==> config.mk <==
export PLATFORM = sky130hd
export DESIGN_NAME = block_emitter
export DESIGN_NICKNAME = d
export VERILOG_FILES = /design/src/rtl/blk_pkg.sv /design/src/rtl/blk_char_rom.sv /design/src/rtl/block_emitter.sv
export SDC_FILE = /design/constraint.sdc
export NUM_CORES = 1
export LEC_CHECK = 0
export BUFFER_PORTS_ARGS = -buffer_cell sky130_fd_sc_hd__buf_2
export CAP_MARGIN = 20
export CELL_PAD_IN_SITES_DETAIL_PLACEMENT = 0
export CELL_PAD_IN_SITES_GLOBAL_PLACEMENT = 2
export CORE_MARGIN = 2
export CORE_UTILIZATION = 30
export DETAILED_ROUTE_END_ITERATION = 12
export PLACE_DENSITY = 0.72
export SLEW_MARGIN = 25
export SYNTH_ARGS = -nofsm -noshare
export SYNTH_HDL_FRONTEND = slang
export SYNTH_HIERARCHICAL = 1
export SYNTH_SLANG_ARGS = --single-unit
==> constraint.sdc <==
create_clock -name clk -period 2.4 [get_ports clk]
set_input_delay 0.12 -clock clk [delete_from_list [all_inputs] [get_ports clk]]
set_output_delay 0.12 -clock clk [all_outputs]
set_load 0.01 [all_outputs]
==> src/rtl/blk_pkg.sv <==
// Shared definitions for the block emitter: command and state encodings,
// ASCII constants and the letter count of each command's keyword.
package blk_pkg;

  typedef enum logic [1:0] {
    CMD_BEGIN = 2'b00,
    CMD_END   = 2'b01,
    CMD_WORD  = 2'b10,
    CMD_SPACE = 2'b11
  } cmd_e;

  typedef enum logic [1:0] {
    ST_IDLE = 2'b00,
    ST_EMIT = 2'b01,
    ST_SEP  = 2'b10
  } state_e;

  localparam int         IDX_W       = 3;
  localparam logic [7:0] ASCII_SPACE = 8'h20;
  localparam logic [7:0] CASE_OFFSET = 8'h20;

  localparam logic [IDX_W-1:0] LEN_BEGIN = 3'd5;
  localparam logic [IDX_W-1:0] LEN_END   = 3'd3;
  localparam logic [IDX_W-1:0] LEN_WORD  = 3'd1;

  // SPACE has no letters; it never enters EMIT, so its length is never used.
  function automatic logic [IDX_W-1:0] cmd_len(input cmd_e c);
    case (c)
      CMD_BEGIN: cmd_len = LEN_BEGIN;
      CMD_END:   cmd_len = LEN_END;
      CMD_WORD:  cmd_len = LEN_WORD;
      default:   cmd_len = 3'd1;
    endcase
  endfunction

endpackage

==> src/rtl/blk_char_rom.sv <==
// Letter lookup for the block emitter.
// Ports:
//   cmd_i   : command whose keyword is being spelled
//   idx_i   : letter index within the keyword
//   upper_i : 1 = upper-case output
//   char_o  : ASCII letter, 0x00 for an out-of-range index or SPACE
module blk_char_rom
  import blk_pkg::*;
(
  input  logic [1:0]       cmd_i,
  input  logic [IDX_W-1:0] idx_i,
  input  logic             upper_i,
  output logic [7:0]       char_o
);

  logic [7:0] lower;

  always_comb begin
    lower = 8'h00;
    case (cmd_e'(cmd_i))
      CMD_BEGIN: begin
        case (idx_i)
          3'd0:    lower = 8'h62;
          3'd1:    lower = 8'h65;
          3'd2:    lower = 8'h67;
          3'd3:    lower = 8'h69;
          3'd4:    lower = 8'h6E;
          default: lower = 8'h00;
        endcase
      end
      CMD_END: begin
        case (idx_i)
          3'd0:    lower = 8'h65;
          3'd1:    lower = 8'h6E;
          3'd2:    lower = 8'h64;
          default: lower = 8'h00;
        endcase
      end
      CMD_WORD: begin
        if (idx_i == 3'd0) lower = 8'h78;
      end
      default: lower = 8'h00;
    endcase
  end

  // Only letters are shifted; the null code stays null.
  assign char_o = (upper_i && (lower != 8'h00)) ? (lower - CASE_OFFSET) : lower;

endmodule

==> src/rtl/block_emitter.sv <==
// Block emitter: turns BEGIN/END/WORD/SPACE commands into an ASCII character
// stream ("begin ", "end ", "x ", " ") and tracks block nesting depth.
//
// state | meaning
// IDLE  | ready for a command, no character presented
// EMIT  | presenting letter idx_q of the latched command
// SEP   | presenting the trailing space
//
// Ports:
//   clk, reset          : clock, asynchronous active-high reset
//   cmd_valid/cmd/cmd_upper/cmd_ready : command handshake
//   out_char/out_valid/out_ready      : character stream handshake
//   depth               : open-block count (saturating)
//   err                 : sticky underflow/overflow flag
//   balanced            : depth == 0 and no error
module block_emitter
  import blk_pkg::*;
#(
  parameter int DEPTH_W = 8
) (
  input  logic               clk,
  input  logic               reset,
  input  logic               cmd_valid,
  input  logic [1:0]         cmd,
  input  logic               cmd_upper,
  output logic               cmd_ready,
  output logic [7:0]         out_char,
  output logic               out_valid,
  input  logic               out_ready,
  output logic [DEPTH_W-1:0] depth,
  output logic               err,
  output logic               balanced
);

  state_e             state_q, state_d;
  cmd_e               cmd_q, cmd_d;
  logic               upper_q, upper_d;
  logic [IDX_W-1:0]   idx_q, idx_d;
  logic [DEPTH_W-1:0] depth_q, depth_d;
  logic               err_q, err_d;
  logic [7:0]         rom_char;
  logic               last_letter;

  // Characters come from registered command/index only, so there is no
  // combinational path from the command port to out_char.
  blk_char_rom u_rom (
    .cmd_i   (cmd_q),
    .idx_i   (idx_q),
    .upper_i (upper_q),
    .char_o  (rom_char)
  );

  assign last_letter = (idx_q == (cmd_len(cmd_q) - 3'd1));

  always_ff @(posedge clk or posedge reset) begin
    if (reset) begin
      state_q <= ST_IDLE;
      cmd_q   <= CMD_BEGIN;
      upper_q <= 1'b0;
      idx_q   <= '0;
      depth_q <= '0;
      err_q   <= 1'b0;
    end else begin
      state_q <= state_d;
      cmd_q   <= cmd_d;
      upper_q <= upper_d;
      idx_q   <= idx_d;
      depth_q <= depth_d;
      err_q   <= err_d;
    end
  end

  always_comb begin
    state_d   = state_q;
    cmd_d     = cmd_q;
    upper_d   = upper_q;
    idx_d     = idx_q;
    depth_d   = depth_q;
    err_d     = err_q;
    cmd_ready = 1'b0;
    out_valid = 1'b0;
    out_char  = 8'h00;

    case (state_q)
      ST_IDLE: begin
        cmd_ready = 1'b1;
        if (cmd_valid) begin
          cmd_d   = cmd_e'(cmd);
          upper_d = cmd_upper;
          idx_d   = '0;
          state_d = (cmd_e'(cmd) == CMD_SPACE) ? ST_SEP : ST_EMIT;
          // Depth saturates at both ends; the command is still spelled out.
          case (cmd_e'(cmd))
            CMD_BEGIN: begin
              if (depth_q == '1) err_d = 1'b1;
              else               depth_d = depth_q + DEPTH_W'(1);
            end
            CMD_END: begin
              if (depth_q == '0) err_d = 1'b1;
              else               depth_d = depth_q - DEPTH_W'(1);
            end
            default: ;
          endcase
        end
      end

      ST_EMIT: begin
        out_valid = 1'b1;
        out_char  = rom_char;
        if (out_ready) begin
          if (last_letter) state_d = ST_SEP;
          else             idx_d   = idx_q + 3'd1;
        end
      end

      ST_SEP: begin
        out_valid = 1'b1;
        out_char  = ASCII_SPACE;
        if (out_ready) state_d = ST_IDLE;
      end

      default: state_d = ST_IDLE;
    endcase
  end

  assign depth    = depth_q;
  assign err      = err_q;
  assign balanced = (depth_q == '0) && !err_q;

endmodule

==> results.cfg, run 1 <==
[detailed_routing]
antenna_left = 0
dr.pass1.iters = 4
drt_iter0_drc = 57
via_per_inst = 5.16
dr_total_vias = 1156
wl_met2_um = 1520
drt_wl_total_um = 2980
wl_met3_um = 80
top_layer_used = met4
post_drt_wl_per_cell_um = 13.3
drc_errors = 0
met1_length_um = 1360

[global_routing]
grt_pass1_wl_um = 5380
grt_max_degree = 18
grt_pass1_vias = 1133
grt_usage_pct = 13.2
gr-total-overflow = 0
antenna_found_initial = 0

[finish]
layout_commonest_cell = buf_2
design_area_um2 = 1550
insertedDiodeCount = 0
nNetsFinal = 187
num-fill-cells = 464
layout.cells.non_filler = 224
final_cell_mix = buf_2, dfrtp_1, nand2_1
drive_above_1_share_pct = 26.7
area_growth_pct = 17.8

[timing]
drv_slew = 0
setup_viol = 0
finClkSkew_ns = 0.00173
hold_viol = 0
slew_headroom_pct = 54.3
min_period_ns = 2.16
rsz0062_at_grt = false
worst_pin_slew_ns = 0.679
period_share_pct = 89.9
fmax_ghz = 0.464
finalSetupTns_ns = 0
setup_slack_ns = 0.243

[placed_design]
pre_cts_slack_ns = 0.360
io_buffer_count = 26
dp.cells = 219
place_congestion = 0.727
place_area_um2 = 1500
dpl.hpwl_um = 2300

[setup_path]
ff2ff_setup_slack_ns = 0.35
r2r-start = cmd_q[0]
start_kind = register
required_ns = 2.28
timing.rr.end = state_q[0]
crit_type = register to primary output
cp-end-kind = primary output
rr_worst_depth = 5
crit_path_max_fanout = 13
worstPathArrival_ns = 2.04

[synth]
seq_area_frac_synth_pct = 32.3
netlist_instances = 144
synth-seq-cells = 17
async_flop_share_pct = 100
yosysWarnings = 6
synth_enable_flop_cells = 0
syn-num-nets = 158
synth_ff_type = dfrtp_1
netlist_area_um2 = 1320
syn_avg_cell_area_um2 = 9.14
ys_types = 49

[clock_network]
cts_tree = yes
clk_path_buf_depth = 2
htreeDepth = 1
cts_sinks = 17
cts.repair.resized = 0
clk_pin_slew_ns = 0.07
clock_latency_ns = 0.25
root_buffer = clkbuf_8
cts-buffers-inserted = 3

[power]
power_frac_clock_pct = 11.3
switching_power_w = 0.000862
p_leak_nw = 0.718
intPower_w = 0.00102
seq_power_share_pct = 33.7
ir_drop_mv = 0.499
swShare_pct = 45.9
combPwrFrac_pct = 55.0
p_per_area_nw_per_um2 = 1210

[worst_hold_path]
hold_path_depth = 2
min_from = cmd_upper
hold_class = input pin to register
hold_end = upper_q

[flow_run]
cap_viol_max_count = 0

[floorplan]
die_h_um = 70.2
dieArea_um2 = 4930
io_pins = 27
die_w_um = 70.2
rows = 24
initial_core_util_pct = 30.7
design.core.area_um2 = 4290

[outcome]
status = finished clean
==> per-layer routing <==
metal | global-route usage [%] | vias up
li1 | - | 581
met1 | 16.4 | 551
met2 | 24.1 | 22
met3 | 0.866 | 2
met4 | 3.85 | 0
met5 | 0 | -
==> how the worst max path moves through the flow <==
stage                from     endpoint  cells after the start
2_1_floorplan  state_q[0]     depth[1]                      5
3_3_place_gp     cmd_q[1]   state_q[0]                      5
3_5_place_dp       cmd[1]     depth[4]                      8
4_1_cts          idx_q[1]  out_char[5]                      7
5_1_grt          idx_q[1]  out_char[5]                      7
6_report         idx_q[1]  out_char[5]                      7
==> flip-flops by register name (all words and copies together) (netlist names) <==
register / cells
cmd_q: 2
depth: 8
err: 1
idx_q: 3
state_q: 2
upper_q: 1
==> power groups by stage <==
stage	sequential [W]	clock, W	combinational, W
final	0.000634	0.000212	0.00103
after global routing	0.000671	0.000234	0.00118
after CTS	0.000633	0.000218	0.00105
after detailed placement	0.000638	0	0.00105
after global placement	0.000632	0	0.00103
after floorplan	0.000599	0	0.000781
==> critical path, stage by stage, from the launching register on <==
cell	delay [ns]
dfrtp_1	0.50
nor4_2	0.42
a21o_1	0.18
o21ai_0	0.09
ha_1	0.27
a21oi_1	0.14
nor2b_1	0.05
buf_2	0.13
==> through the flow <==
| step | hold slack [ns] | total power [W] | utilization, % |
|---|---|---|---|
| final | 0.106 | 0.00188 | 36.1 |
| after global routing | 0.122 | 0.00208 | 36.1 |
| after CTS | 0.104 | 0.00190 | 36.1 |
| after global placement | 0.253 | 0.00167 | 34.8 |
| after detailed placement | 0.253 | 0.00168 | 34.8 |
| after floorplan | 0.0461 | 0.00138 | - |
==> cell usage after synthesis, types with 3 or more instances <==
cell | count | area, µm²
nor3_1 | 3 | 15.0
inv_1 | 7 | 26.3
nand2_1 | 14 | 52.6
xnor2_1 | 7 | 61.3
and3_1 | 8 | 50.1
ha_1 | 7 | 87.6
nor4_1 | 3 | 18.8
nor2b_1 | 3 | 18.8
nand3_1 | 3 | 15.0
mux2_2 | 6 | 67.6
o21ai_0 | 6 | 30.0
nor2_1 | 8 | 30.0
a21oi_1 | 8 | 40.0
dfrtp_1 | 17 | 425
==> kinds of logic after synthesis <==
| logic type | Yosys count | share of synthesized area [%] |
|---|---|---|
| compound gates | 30 | 16.2 |
| mux | 8 | 6.65 |
| simple gates | 62 | 28.4 |
| flops | 17 | 32.3 |
| xor+xnor | 9 | 5.99 |
| fa+ha+maj | 7 | 6.65 |
| buf+inv | 11 | 3.80 |
==> timing repair <==
item,4_1_cts,5_1_grt
setup endpoints to repair,0,0
setup buffers,0,0
hold buffers,1,0
hold endpoints to repair,17,0
==> final cells by class <==
cell class	instances	area, µm²	area share [%]
Multi-Input combinational cell	116	841	54.2
Inverter	7	26.3	1.69
Timing Repair Buffer	28	148	9.52
Sequential cell	17	425	27.4
Tap cell	52	65.1	4.20
Clock buffer	4	45.0	2.91
Note: power is estimated with default switching activity, not from simulation.
==> run 2, diff against run 1 <==
==> constraint.sdc (replaced) <==
create_clock -name clk -period 2.6 [get_ports clk]
set_input_delay 0.13 -clock clk [delete_from_list [all_inputs] [get_ports clk]]
set_output_delay 0.13 -clock clk [all_outputs]
set_load 0.01 [all_outputs]
==> run 2 against run 1 <==
  * Non-clock buffer count decreased by 1
  * Clock-buffer cell count decreased by 1
  * Die area unchanged
  * Final area decreased by 0.40%
  * Combinational power decreased by 7%
  * Routed wire length increased by 0.44%
  * Core utilization decreased by 0.15 points
  * Clock power decreased by 8%
==> results.cfg, run 2 (same netlist as run 1, synthesis figures left out) <==
[power]
finalPower_w = 0.00175
intPower_w = 0.000931
seq_power_share_pct = 33.9
switching_power_w = 0.000814
ir_drop_mv = 0.529
swShare_pct = 46.6
power_frac_clock_pct = 11.1
combPwrFrac_pct = 54.9
p_leak_nw = 0.716
p_per_area_nw_per_um2 = 1130

[worst_hold_path]
hold_class = input pin to register

[clock_network]
htreeDepth = 1
cts_sinks = 17
clock_latency_ns = 0.25
cts_tree = yes
clk_path_buf_depth = 2
clk_pin_slew_ns = 0.06
cts.repair.resized = 0
cts-buffers-inserted = 3
postCtsSetupBuffers = 0
hold_buffers = 1
root_buffer = clkbuf_8

[setup_path]
start_kind = register
required_ns = 2.74
crit_path_max_fanout = 11
crit_type = register to register
worstPathArrival_ns = 2.31
cp-end-kind = register

[timing]
rsz0062_at_grt = false
finClkSkew_ns = 0.000735
finalSetupTns_ns = 0
slew_headroom_pct = 58.7
fmax_ghz = 0.459
drv_slew = 0
setup_viol = 0
min_period_ns = 2.18
period_share_pct = 83.7
worst_pin_slew_ns = 0.614
hold_viol = 0

[finish]
nNetsFinal = 186
layout.cells.non_filler = 223
layout_commonest_cell = buf_2
area_growth_pct = 17.3
final_cell_mix = buf_2, dfrtp_1, nand2_1
largest_reg_flops = 8
insertedDiodeCount = 0
drive_above_1_share_pct = 26.9

[floorplan]
io_pins = 27
dieArea_um2 = 4930
initial_core_util_pct = 30.7
die_h_um = 70.2
die_w_um = 70.2
design.core.area_um2 = 4290
rows = 24

[placed_design]
dpl.hpwl_um = 2280
io_buffer_count = 26
dp.cells = 218
place_congestion = 0.734

[detailed_routing]
dr.pass1.iters = 4
drt_iter0_drc = 57
drt_wl_total_um = 3000
via_per_inst = 5.31
post_drt_wl_per_cell_um = 13.4
drc_errors = 0
dr_total_vias = 1185
antenna_left = 0

[outcome]
status = finished clean

[global_routing]
grt_pass1_wl_um = 5130
grt_pass1_vias = 1151
grt_max_degree = 18
grt_usage_pct = 12.9
gr-total-overflow = 0
antenna_found_initial = 0

[flow_run]
cap_viol_max_count = 0
## run 2: changes by cell type in the layout (fill, tap and decap cells not counted), sizes merged
cell / delta
buf: -1
clkbuf: -1
clkinv: +1
## run 2: layout make-up
cell class / instances / area [µm²]
clock buffers: 3 / 41.3
clock inverters: 1 / 5.00
well taps: 52 / 65.1
fillers: 456 / 2750
repair buffers: 27 / 140
inverters: 7 / 26.3
multi-input cells: 116 / 841
flip-flops and latches: 17 / 425
## run 2: path summary, 6_finish.rpt
kind / slack [ns] / endpoint / start / cells after the start
setup / recovery: 0.42 / state_q[0] / cmd_q[0] / 5
hold / removal: 0.12 / upper_q / cmd_upper / 2
setup reg to reg: 0.42 / state_q[0] / cmd_q[0] / 5
hold reg to reg: 0.52 / err / err / 2
max in group asynchronous: 1.70 / depth[1] / reset / 3
min in group asynchronous: 0.50 / depth[3] / reset / 3
## run 2: worst max-delay path: stages (launching register included)
cell and delay [ns]:
dfrtp_1 0.54, or4bb_1 0.52, a31oi_1 0.35, a21oi_1 0.14, nor2_2 0.15, mux2_2 0.36
## run 2: through the flow
stage                     utilization [%]  area (µm²)  hold WS, ns  worst slack [ns]
after CTS                            36.0        1540        0.121             0.405
final                                36.0        1540        0.121             0.424
after floorplan                         -        1320       0.0561             0.692
after detailed placement             34.6        1490        0.246             0.423
after global routing                 36.0        1540        0.128             0.211
after global placement               34.6        1490        0.247             0.456
## run 2: per-layer routing
layer / routed length (µm) / up-vias / GRT usage (%)
li1: - / 581 / -
met1: 1330 / 570 / 15.5
met2: 1470 / 27 / 21.9
met3: 134 / 7 / 1.88
met4: 62 / 0 / 6.84
met5: 0 / - / 0
## run 2: power groups by stage
stage	sequential (W)	clock [W]	combinational, W
finish	0.000592	0.000194	0.000958
global route	0.000621	0.000211	0.00108
CTS	0.000590	0.000200	0.000974
detailed placement	0.000594	0	0.000968
global placement	0.000591	0	0.000947
floorplan	0.000553	0	0.000720
